## config.mk

```make
export PLATFORM = sky130hd
export DESIGN_NAME = uart_byte_tx
export DESIGN_NICKNAME = d
export VERILOG_FILES = /design/src/rtl/uart_pkg.sv /design/src/rtl/sync_byte_fifo.sv /design/src/rtl/uart_byte_tx.sv
export SDC_FILE = /design/constraint.sdc
export NUM_CORES = 1
export LEC_CHECK = 0
export ABC_AREA = 1
export BUFFER_PORTS_ARGS = -buffer_cell sky130_fd_sc_hd__buf_4
export CAP_MARGIN = 10
export CELL_PAD_IN_SITES_DETAIL_PLACEMENT = 0
export CELL_PAD_IN_SITES_GLOBAL_PLACEMENT = 1
export CORE_MARGIN = 1.5
export CORE_UTILIZATION = 45
export CTS_CLUSTER_DIAMETER = 80
export DETAILED_ROUTE_END_ITERATION = 8
export GPL_TIMING_DRIVEN = 1
export HOLD_SLACK_MARGIN = 0.15
export PLACE_DENSITY_LB_ADDON = 0.08
export SYNTH_ARGS = -nofsm -noshare
export SYNTH_HDL_FRONTEND = slang
export SYNTH_SLANG_ARGS = --single-unit
```

## constraint.sdc

```tcl
create_clock -name clk -period 3.1 [get_ports clk]
set_clock_uncertainty 0.2 [all_clocks]
set_input_delay 0.62 -clock clk [delete_from_list [all_inputs] [get_ports clk]]
set_output_delay 0.62 -clock clk [all_outputs]
set_load 0.005 [all_outputs]
```

## src/rtl/uart_pkg.sv

```systemverilog
// uart_pkg: shared state encoding, default parameters and line levels for the UART transmitter
package uart_pkg;
  typedef enum logic [1:0] {IDLE, START, DATA, STOP} uart_state_e;
  localparam int DEF_CLKS_PER_BIT = 174;
  localparam int DEF_FIFO_DEPTH = 16;
  localparam logic START_BIT = 1'b0;
  localparam logic STOP_BIT = 1'b1;
endpackage

```

## src/rtl/sync_byte_fifo.sv

```systemverilog
// sync_byte_fifo: fall-through byte FIFO; in clk/rst/push/pop/din, out dout/level/full/empty
module sync_byte_fifo
  import uart_pkg::*;
#(
  parameter int DEPTH = DEF_FIFO_DEPTH,
  localparam int AW = $clog2(DEPTH)
) (
  input  logic        clk,
  input  logic        rst,
  input  logic        push,
  input  logic        pop,
  input  logic [7:0]  din,
  output logic [7:0]  dout,
  output logic [AW:0] level,
  output logic        full,
  output logic        empty
);
  localparam logic [AW:0] FULL_LVL = (AW + 1)'(DEPTH);
  logic [7:0] mem [DEPTH];
  logic [AW:0] wr_ptr, rd_ptr;
  logic do_push, do_pop;
  assign level = wr_ptr - rd_ptr;
  assign empty = wr_ptr == rd_ptr;
  assign full = level == FULL_LVL;
  assign do_push = push && !full;
  assign do_pop = pop && !empty;
  assign dout = mem[rd_ptr[AW-1:0]];
  always_ff @(posedge clk) begin
    if (rst) begin
      wr_ptr <= '0;
      rd_ptr <= '0;
    end else begin
      if (do_push) wr_ptr <= wr_ptr + 1'b1;
      if (do_pop) rd_ptr <= rd_ptr + 1'b1;
    end
  end
  always_ff @(posedge clk) begin
    if (do_push) mem[wr_ptr[AW-1:0]] <= din;
  end
endmodule

```

## src/rtl/uart_byte_tx.sv

```systemverilog
// uart_byte_tx: FIFO-buffered 8N1 LSB-first UART sender; in tx_en/tx_data, out tx_ready/uart_txd/busy/fifo_level/overflow
module uart_byte_tx
  import uart_pkg::*;
#(
  parameter int CLKS_PER_BIT = DEF_CLKS_PER_BIT,
  parameter int FIFO_DEPTH = DEF_FIFO_DEPTH,
  parameter int LVL_W = $clog2(FIFO_DEPTH) + 1
) (
  input  logic             clk,
  input  logic             rst,
  input  logic             tx_en,
  input  logic [7:0]       tx_data,
  output logic             tx_ready,
  output logic             uart_txd,
  output logic             busy,
  output logic [LVL_W-1:0] fifo_level,
  output logic             overflow
);
  localparam int BW = $clog2(CLKS_PER_BIT);
  localparam logic [BW-1:0] BAUD_MAX = BW'(CLKS_PER_BIT - 1);
  localparam logic [LVL_W-1:0] RDY_MAX = LVL_W'(FIFO_DEPTH - 3);
  uart_state_e state, state_nx;
  logic [BW-1:0] baud_cnt;
  logic [2:0] bit_cnt;
  logic [7:0] shift_reg, head;
  logic full, empty, pop, tick, line;
  sync_byte_fifo #(.DEPTH(FIFO_DEPTH)) u_fifo (
    .clk(clk),
    .rst(rst),
    .push(tx_en),
    .pop(pop),
    .din(tx_data),
    .dout(head),
    .level(fifo_level),
    .full(full),
    .empty(empty)
  );
  assign tick = baud_cnt == BAUD_MAX;
  assign busy = state != IDLE || fifo_level != '0;
  always_ff @(posedge clk) state <= rst ? IDLE : state_nx;
  always_comb begin
    state_nx = state;
    pop = 1'b0;
    line = STOP_BIT;
    case (state)
      IDLE: begin
        pop = !empty;
        state_nx = empty ? IDLE : START;
      end
      START: begin
        line = START_BIT;
        state_nx = tick ? DATA : START;
      end
      DATA: begin
        line = shift_reg[0];
        state_nx = tick && bit_cnt == 3'd7 ? STOP : DATA;
      end
      STOP: begin
        pop = tick && !empty;
        state_nx = !tick ? STOP : empty ? IDLE : START;
      end
    endcase
  end
  always_ff @(posedge clk) begin
    if (rst) begin
      baud_cnt <= '0;
      bit_cnt <= '0;
      shift_reg <= '0;
      uart_txd <= STOP_BIT;
      tx_ready <= 1'b0;
      overflow <= 1'b0;
    end else begin
      uart_txd <= line;
      tx_ready <= fifo_level <= RDY_MAX;
      overflow <= overflow | (tx_en & full);
      if (pop) begin
        shift_reg <= head;
        baud_cnt <= '0;
        bit_cnt <= '0;
      end else if (state != IDLE) begin
        baud_cnt <= tick ? '0 : baud_cnt + 1'b1;
        if (state == DATA && tick) begin
          shift_reg <= shift_reg >> 1;
          bit_cnt <= bit_cnt + 1'b1;
        end
      end
    end
  end
endmodule

```

After elaboration in Yosys (flattened, before gate mapping). Memories as Yosys holds them, arrays and structs flattened. A register that Yosys moved wholly into a read port is not among the register bits. Index checks and enable logic that the tools add are counted.

Register bits: 34. RAM bits: 128. Bits of input ports: 11. Output and inout port bits: 9. Word-level logic and storage cells: 56. Memories kept: 1.

Memory list: u_fifo.mem (depth 16, width 8, rd ports 1, clocked after Yosys merged registers in 1, write ports 1, line sync_byte_fifo.sv:19) `logic [7:0] mem [DEPTH];`.

Add/sub/neg operators: 5. $lt $le $gt $ge: 1. Eq/ne operators: 7. Muxes and demuxes: 15. Bitwise gates (word level): 2. Reductions and logical operators: 16.

Operators by type and width (count): 2-to-1 mux 8 bit (4); adder 5 x 1 -> 5 bit (second input constant) (2); adder 8 x 1 -> 8 bit (second input constant) (1); equality test 8 bit (second input constant) (1); 2-to-1 mux 4 bit (2); case mux 2 bit (4 select lines) (1); nonzero test 2 bit (3); equality test 5 bit (1); equality test 5 bit (second input constant) (1); less-or-equal comparator 5 x 4 -> 1 bit (second input constant) (1); logical AND 1 bit (5); nonzero test 5 bit (1); subtractor 5 bit (1); equality test 2 bit (second input constant) (2); 2-to-1 mux 1 bit (4); 2-to-1 mux 2 bit (2); case mux 1 bit (2 select lines) (2); AND reduction 2 bit (2); adder 3 x 1 -> 3 bit (second input constant) (1); equality test 3 bit (second input constant) (1); equality test 2 x 1 -> 1 bit (second input constant) (1); zero test 1 bit (2); zero test 2 bit (1); OR reduction 2 bit (1); other kinds (3) (3).

Longest topological paths before layout.
Depth after elaboration: 7. Mapped depth: 13. Depth with buffers taken out: 13.

Hierarchy. From an unflattened synthesis, not the netlist that was laid out.

Cells, all modules: 690. Area total of the unflattened synthesis: 7277.0 µm².

Modules (own cells, without submodules): sync_byte_fifo (instances 1, cells an instance 509, area each 5933.2 µm²); uart_byte_tx (instances 1, cells an instance 181, area each 1343.8 µm²).

Worst setup path before layout. No wires, ideal clock.

Path type: reg2reg. Start point: reg u_fifo.wr_ptr[0]. End point: mem u_fifo.mem[4][0], enable pin. Arrival time: 2.474 ns. Required time: 2.517 ns. Slack: 0.042 ns. Stages on the path, launching flop included: 12. Clock period less this slack: 3.058 ns. Cell sequence: dfxtp_1 > inv_1 > ha_1 > fa_1 > nand3b_1 > nand3_1 > nand2_1 > nand3_2 > nand2_2 > buf_6 > buf_4 > nor3_1.

Longest elaborated chain between the ends: 6.

Ends and longest elaborated chain: from (decl) (line sync_byte_fifo.sv:20) `logic [AW:0] wr_ptr, rd_ptr;`; from (signal assigned) (line sync_byte_fifo.sv:33) `if (do_push) wr_ptr <= wr_ptr + 1'b1;`; subtractor 5 bit (line sync_byte_fifo.sv:22) `assign level = wr_ptr - rd_ptr;`; net fifo_level[4] (line uart_byte_tx.sv:16) `output logic [LVL_W-1:0] fifo_level,`; equality test 5 bit (line sync_byte_fifo.sv:24) `assign full = level == FULL_LVL;`; zero test 1 bit (line sync_byte_fifo.sv:25) `assign do_push = push && !full;`; logical AND 1 bit (line sync_byte_fifo.sv:25); 2-to-1 mux 1 bit (line sync_byte_fifo.sv:38) `if (do_push) mem[wr_ptr[AW-1:0]] <= din;`; 2-to-1 mux 1 bit (implied by the code) (line sync_byte_fifo.sv:38); to (decl) (line sync_byte_fifo.sv:19).

The timed path passes the listed nets, and every way through them passes these cells.

Worst setup path in the final report.
Start point: reg u_fifo.wr_ptr[0]. End point: out busy.

Longest elaborated chain between the ends: 3.

Ends and longest elaborated chain: subtractor 5 bit (line sync_byte_fifo.sv:22); nonzero test 5 bit (line uart_byte_tx.sv:39) `assign busy = state != IDLE || fifo_level != '0;`; logical OR 1 bit (line uart_byte_tx.sv:39); to (decl) (line uart_byte_tx.sv:15) `output logic busy,`.

Every way passes these cells.

==> impl_metrics.yaml <==
outcome:
  outcome: "completed"
timing:
  clock.fmax_mhz: 335
  finalCritPeriodShare_pct: 96.3
  tns_ps: 0
  period_needed_ps: 2990
  relSlewSlack_pct: 56.3
  setup_viol: 0
  rsz0062_at_grt: "false"
  hold_viol_final: 0
  worst_slew_pin_slew_ps: 655
  setup_slack_ps: 113
  final_max_slew_viol_count: 0
  holdWs_ps: 255
setup_path:
  crit_arrival_ps: 2170
  rr_worst_depth: 9
  crit_fanout: 5
  crit_type: "reg2out"
  slowest_delay_ps: 520
  crit_path_start_kind: "flip-flop"
  path_cells: "inv_1 > ha_1 > fa_2 > inv_1 > nor3_4 > nand3_1 > buf_4"
  critPathCaptureType: "primary output"
  critical-path-slowest-cell: "fa_2"
  worstPathRequired_ps: 2280
  critPathMostFrequentCell: "inv_1"
drt:
  drt_wl_total_microns: 17300
  routed-wl-met2_microns: 8340
  drc_errors: 0
  drt_first_iter_violations: 287
  via_count: 4932
  post_drt_wl_per_cell_microns: 18.9
  avgViaCountPerCell: 5.40
  first_pass_iters: 5
  wl_met1_microns: 8010
  ant_nets: 0
  highest_layer: "met4"
  wl_met3_microns: 691
synthesis:
  netlist_instances: 658
  synthesis.area_sq_um: 7130
  synth_cell_types: 35
  synth_seq_cells: 166
  yosysSeqAreaShare_pct: 64.6
  syn_area_per_cell_sq_um: 10.8
  synthArstFlopShare_pct: 0
  yosys_warnings: 0
  synth_edf_count: 128
  synth_ff_type: "edfxtp_1"
  synth_nets: 687
power_and_ir_drop:
  powerDensity_nw_per_um2: 798
  p_leak_nw: 2.92
  ir_drop_mv: 0.392
global_route:
  antenna_found_initial: 0
  grt_max_degree: 34
  grt_overflow_total: 0
  grtUsageTotal_pct: 22.4
  grt_pass1_vias: 4814
  grt_pass1_wl_microns: 26800
cts:
  cts.clk_slew.worst_paths_ps: 60
  cts_tree: "yes"
  clock_sinks: 166
  hold_buffers: 0
  cts_inserted_buffers: 17
  clk_latency_ps: 420
  cts-root-buf: "clkbuf_16"
  cts_buffer_depth: 2
  htree_levels: 4
job:
  max_cap_viol_count: 0
finish:
  finalNetCount: 719
  final_util_pct: 53.3
  largest_reg_flops: 128
  final_cell_mix: "edfxtp_1 (128), nor2_1 (105), nand2_1 (77)"
  layout_commonest_cell: "edfxtp_1"
  diodes: 0
  stdcell_count: 914
  syn_to_final_growth_pct: 14.7
  fill_cells: 1397
  drive_gt1_share_pct: 12.7
worst_hold_path:
  holdCritPathClass: "reg2reg"
  whs_path_depth: 2
floorplanning:
  rows: 45
  die_area_sq_um: 16600
  ioPinCount: 20
  core_area_sq_um: 15300
  start_util_pct: 46.5
  die_w_microns: 129
  dieHeight_microns: 129
place:
  gp_routability_congestion: 0.830
  dp_hpwl_microns: 11600
  port_buffers: 19
  dp_slack_ps: 153
  placed_cells: 882
## cells in the mapped netlist (all sizes together) (12+ instances only)
master | n | area, sq um
o22ai | 12 | 75.1
buf | 16 | 114
nand3 | 44 | 240
o21ai | 75 | 375
a21oi | 29 | 160
nor2 | 106 | 405
nand2 | 81 | 312
o211ai | 14 | 110
clkbuf | 14 | 52.6
inv | 42 | 158
ha | 17 | 213
nor3 | 15 | 85.1
dfxtp | 38 | 761
edfxtp | 128 | 3840
## worst paths after layout
check                           startpoint                          end  slack (ps)
max          u_fifo.wr_ptr[0]$_SDFFE_PP0P_                         busy         110
min                    overflow$_SDFF_PP0_          overflow$_SDFF_PP0_         250
max reg2reg  u_fifo.wr_ptr[0]$_SDFFE_PP0P_  u_fifo.mem[12][7]$_DFFE_PP_         220
min reg2reg            overflow$_SDFF_PP0_          overflow$_SDFF_PP0_         250
## critical path, delay by kind of cell (launching register included)
kind,cells,cell delay [ps]
buf+inv,3,320
fa+ha+maj,2,740
simple gates,2,330
flops,1,350
## report_power, final
part	switching [mW]	internal (mW)
clock	0.834	1.34
sequential	0.0761	2.54
combinational	1.16	0.573
total	2.07	4.45
## kinds of logic after synthesis
group           synth area share [%]
fa+ha+maj                       3.27
simple gates                    15.5
xor+xnor                       0.983
buf+inv                         4.55
compound gates                  11.1
flops                           64.6
## metrics by stage
step / area (sq um) / total power [mW]
2_1_floorplan: 7130 / 3.85
3_3_place_gp: 7550 / 4.36
3_5_place_dp: 7550 / 4.37
4_1_cts: 8160 / 6.54
5_1_grt: 8170 / 6.87
6_report: 8170 / 6.52
## timing repair
| item | 4_1_cts | 5_1_grt |
|---|---|---|
| pin swaps | 0 | 0 |
| resized for setup | 1 | 3 |
| endpoints found under the setup margin | 1 | 17 |
| buffers inserted | 0 | 0 |
## area by class of cell
| type | count | area, sq um | share of cell area [%] |
|---|---|---|---|
| Sequential cell | 166 | 4610 | 56.4 |
| Clock buffer | 18 | 429 | 5.25 |
| Inverter | 42 | 158 | 1.93 |
| Tap cell | 211 | 264 | 3.23 |
| Timing Repair Buffer | 43 | 323 | 3.95 |
| Multi-Input combinational cell | 420 | 2210 | 27.0 |
| Clock inverter | 14 | 181 | 2.22 |
## metal layers
metal  track usage (%)  up-vias
met1              30.8     2441
met5                 0        -
met4              6.41        0
met2              36.3      103
met3              4.62       20
li1                  -     2368
(Power assumes the default switching activity.)
